$ cat src/rtl/tlcf_phase_timer.sv
// tlcf_phase_timer: phase duration timer for the traffic-light controller.
// Loads a duration selected by the control word on start, counts it down in
// prescaled ticks, applies the accelerate clamp, and pulses expired once at
// the end of the phase.
module tlcf_phase_timer #(
  parameter int LONG_TIME  = 30,
  parameter int SHORT_TIME = 5,
  parameter int ACCEL_TIME = 2,
  parameter int TICK_DIV   = 50,
  parameter int CW         = 6
) (
  input  logic          clk,
  input  logic          rst_n,
  input  logic          start,
  input  logic [1:0]    ctrl,
  input  logic          enable,
  output logic [CW-1:0] count,
  output logic          busy,
  output logic          expired
);

  localparam int PW = $clog2(TICK_DIV);

  localparam logic [CW-1:0] LONG_V  = CW'(LONG_TIME);
  localparam logic [CW-1:0] SHORT_V = CW'(SHORT_TIME);
  localparam logic [CW-1:0] ACCEL_V = CW'(ACCEL_TIME);
  localparam logic [CW-1:0] ONE_V   = CW'(1);
  localparam logic [PW-1:0] PRE_MAX = PW'(TICK_DIV - 1);

  typedef enum logic [0:0] {
    IDLE = 1'b0,
    RUN  = 1'b1
  } state_t;

  state_t        state;
  state_t        state_nx;
  logic [PW-1:0] pre;
  logic [PW-1:0] pre_nx;
  logic [CW-1:0] count_nx;
  logic          expired_nx;
  logic [CW-1:0] load;

  // busy is simply the registered state, so it carries no input path.
  assign busy = (state == RUN);

  // Select the phase duration: accelerate beats short, short beats long.
  always_comb begin
    load = LONG_V;
    if (ctrl[1]) begin
      load = ACCEL_V;
    end else if (ctrl[0]) begin
      load = SHORT_V;
    end else begin
      load = LONG_V;
    end
  end

  // Next-state logic: start reload, prescaled countdown, expiry and clamp.
  always_comb begin
    state_nx   = state;
    count_nx   = count;
    pre_nx     = pre;
    expired_nx = 1'b0;
    if (start) begin
      // Reload wins over everything, including a coincident final tick.
      state_nx = RUN;
      count_nx = load;
      pre_nx   = {PW{1'b0}};
    end else begin
      case (state)
        RUN: begin
          if (enable) begin
            if (pre != PRE_MAX) begin
              pre_nx = pre + 1'b1;
            end else begin
              pre_nx   = {PW{1'b0}};
              count_nx = count - 1'b1;
              if (count == ONE_V) begin
                state_nx   = IDLE;
                expired_nx = 1'b1;
              end else begin
                state_nx = RUN;
              end
            end
          end else begin
            pre_nx = pre;
          end
          // Clamp only fires while count > ACCEL_TIME (>= 2), so it can never
          // collide with the 1 -> 0 expiry decrement.
          if (ctrl[1] && (count > ACCEL_V)) begin
            count_nx = ACCEL_V;
          end else begin
            count_nx = count_nx;
          end
        end
        IDLE: begin
          count_nx = {CW{1'b0}};
          pre_nx   = {PW{1'b0}};
        end
        default: begin
          state_nx = IDLE;
          count_nx = {CW{1'b0}};
          pre_nx   = {PW{1'b0}};
        end
      endcase
    end
  end

  // State, count, prescaler and expiry pulse registers with synchronous reset.
  always_ff @(posedge clk) begin
    if (!rst_n) begin
      state   <= IDLE;
      count   <= {CW{1'b0}};
      pre     <= {PW{1'b0}};
      expired <= 1'b0;
    end else begin
      state   <= state_nx;
      count   <= count_nx;
      pre     <= pre_nx;
      expired <= expired_nx;
    end
  end

endmodule

$ cat config.mk
export PLATFORM = sky130hd
export DESIGN_NAME = tlcf_phase_timer
export DESIGN_NICKNAME = d
export VERILOG_FILES = /design/src/rtl/tlcf_phase_timer.sv
export SDC_FILE = /design/constraint.sdc
export NUM_CORES = 1
export LEC_CHECK = 0
export ABC_AREA = 1
export BUFFER_PORTS_ARGS = -buffer_cell sky130_fd_sc_hd__buf_2
export CAP_MARGIN = 10
export CORE_MARGIN = 8
export CORE_UTILIZATION = 53
export CTS_CLUSTER_SIZE = 10
export DETAILED_ROUTE_END_ITERATION = 7
export GPL_ROUTABILITY_DRIVEN = 0
export GPL_TIMING_DRIVEN = 0
export HOLD_SLACK_MARGIN = 0.03
export PLACE_DENSITY = 0.76
export SKIP_CTS_REPAIR_TIMING = 1
export SLEW_MARGIN = 0
export SYNTH_ARGS = -nofsm -noshare
export SYNTH_HDL_FRONTEND = slang
export SYNTH_SLANG_ARGS = --single-unit
$ cat constraint.sdc
create_clock -name clk -period 1.5 [get_ports clk]
set_input_delay 0.15 -clock clk [delete_from_list [all_inputs] [get_ports clk]]
set_output_delay 0.15 -clock clk [all_outputs]
set_load 0.05 [all_outputs]
==> metrics.md <==
| Metric | Value |
|---|---|
| Status | complete, no violations |
| Critical Path RT | 1.72 ns |
| Dpl hpwl | between 1 and 1.5 mm |
| CTS H-tree depth | 1 |
| CP dominant cell by count | a21oi_1 |
| Register area share after synthesis | roughly a third |
| Reg clk slew, reported paths | 0.09 ns |
| Syn_nets | ~130 |
| PD cells | 942 mW/mm2 |
| Die Footprint | 0.00312 mm2 |
| Mapped cell area | around 840 um2 |
| Kind of critical path | register to register |
| VDD IR max | 0.583 mV |
| Fmax | 0.685 GHz |
| Largest net degree at the start of global routing | 9 |
| Bufs on Longest Clock Path | 2 |
| Comb power frac | about 28% |
| Syn_area_per_cell | approximately 7 um2 |
| Number of routed nets with antenna violations | 0 |
| Slew margin rel. | 69.9% |
| Worst setup SP type | register |
| Total track usage | ~12% |
| CTS tree | yes |
| Hold Path Class | input port to register |
| Fin nets | 154 |
| Vias | 878 |
| Ys Warns | 0 |
| Fin crit period | 1.46 ns |
| WL/cell | 13.4 um |
| CP max stage cell | dfxtp_4 |
| 1st-iter DRT viols | 43 |
| Number of diodes | 0 |
| Number of distinct library cells after synthesis | 20 |
| Global-route wire length before repair | 3.26 mm |
| Fin Clk Skew | 0.00374 ns |
| Internal | about 0.63 mW |
| Final Core Density | between 60% and 70% |
| Final WL | 2.12 mm |
| # DRC | 0 |
| Sw frac | a little over a third |
| Crit-path max cell delay | 0.36 ns |
| Core Area | 0.00151 mm2 |
| Clk root buf | clkbuf_4 |
| Final hold vios | 0 |
| Slew Limit Fails | 0 |
| Vias/cell | 5.56 |
| Final hold slack | roughly 0.15 ns |
| Crit end category | register |
| # IOs | 14 |
| RSZ-0062 raised after global routing | yes |
| Max Cap Viol | 0 |
| Critical-path cell list | clkinvlp_4 -> ha_4 -> inv_2 -> nand2_2 -> nand3_2 -> buf_4 -> a21oi_1 -> nand3_1 -> a21oi_1 |
| P&R area growth vs syn | 21.4% |
| Number of synthesized register bits | 14 |
| Clock Sinks | 14 |
| Most frequent cells in the layout | nand2_1, a21oi_1, buf_2 |
| Syn Inst Count | between 100 and 150 |
| Worst slew pin tran | 0.449 ns |
| Pre-antenna DRT Iters | 7 |
| CP arrival | 1.68 ns |
| Crit-path max FO | 3 |
| GRT overflow | 0 |
| Row count | 14 |
| Die width | between 50 and 60 um |
| Share of cells above drive strength 1 | 28.9% |
| PortBufs | 13 |
| Clock share of power | 29.5% |
| Net Switching | roughly 0.34 mW |
| CTS Buf Count | 3 |
| Leading cell type in the layout, fill and taps excluded | nand2_1 |
| Vias in the first global route | 770 |
| Sequential power share | 42.9% |
| Final-report setup violation count | 0 |
| Initial antenna violation count | 0 |
| Die Ht | 55.9 um |
| Leak | 0.452 nW |
| Period utilization | 97.3% |
| Worst skew pair latency | between 0.2 and 0.3 ns |
| Initial Util | 55.9% |
==> worst paths after layout <==
path	start	endpoint	slack, ns	cells past startpoint
worst max-delay path	count[0]	count[0]	0.04	9
worst max register to register	count[0]	count[0]	0.04	9
worst min register to register	pre[3]	pre[3]	0.49	2
worst min-delay path	rst_n	count[2]	0.15	3
==> critical path: cells and delay by family, from the launching register on <==
family | cells | cell delay (ns)
compound gates | 2 | 0.40
flops | 1 | 0.36
buf+inv | 3 | 0.26
simple gates | 3 | 0.25
fa+ha+maj | 1 | 0.12
==> stage by stage <==
step | setup WS [ns] | setup TNS, ns | std cells | instance area, um2 | power, mW
after floorplan | 0.00895 | 0 | 122 | 847 | 0.591
after global placement | -0.0199 | -0.0648 | 151 | 932 | 0.644
after detailed placement | -0.0651 | -0.238 | 151 | 932 | 0.647
after CTS | -0.108 | -0.432 | 155 | 968 | 0.930
after global routing | -0.0409 | -0.0736 | 158 | 1020 | 1.00
final | 0.0405 | 0 | 158 | 1020 | 0.963
==> cell families after synthesis <==
kind of cell / share of synthesized area [%]
simple gates: 33.4
fa+ha+maj: 7.43
compound gates: 14.6
buf+inv: 7.13
xor+xnor: 4.16
flops: 33.3
==> final cells by class <==
| cell class | count | area, um2 |
|---|---|---|
| flip-flops and latches | 14 | 290 |
| multi-input cells | 92 | 524 |
| repair buffers | 16 | 87.6 |
| inverters | 16 | 63.8 |
| well taps | 16 | 20.0 |
| clock buffers | 4 | 36.3 |
| fillers | 130 | 484 |
==> synth_stat cells (all sizes together) <==
cell type,number,area [um2]
nor3,3,15.0
nand4,4,25.0
nand3b,1,7.51
xor2,4,35.0
a31o,1,8.76
nand2,27,109
inv,16,60.1
a21oi,13,65.1
nor2,17,83.8
nand3,7,35.0
ha,5,62.6
o21ai,9,48.8
dfxtp,14,280
or2,1,6.26
==> registers in the layout (all words and copies together) (netlist names) <==
| signal | cells |
|---|---|
| busy | 1 |
| count | 6 |
| expired | 1 |
| pre | 6 |
==> power by group through the flow <==
stage | combinational (mW) | sequential [mW] | clock (mW)
final | 0.266 | 0.413 | 0.284
after global routing | 0.289 | 0.416 | 0.296
after floorplan | 0.123 | 0.468 | 0
after global placement | 0.225 | 0.419 | 0
after CTS | 0.231 | 0.411 | 0.288
after detailed placement | 0.228 | 0.419 | 0
==> layer usage <==
| layer | part of all wire (%) | vias up | track usage [%] |
|---|---|---|---|
| met3 | 7.2 | 4 | 3.42 |
| met2 | 46 | 40 | 19.4 |
| met4 | 0.99 | 0 | 4.12 |
| li1 | - | 437 | - |
| met5 | 0 | - | 0 |
| met1 | 45 | 397 | 15.5 |
No activity file was read; power rests on OpenSTA's default activity.
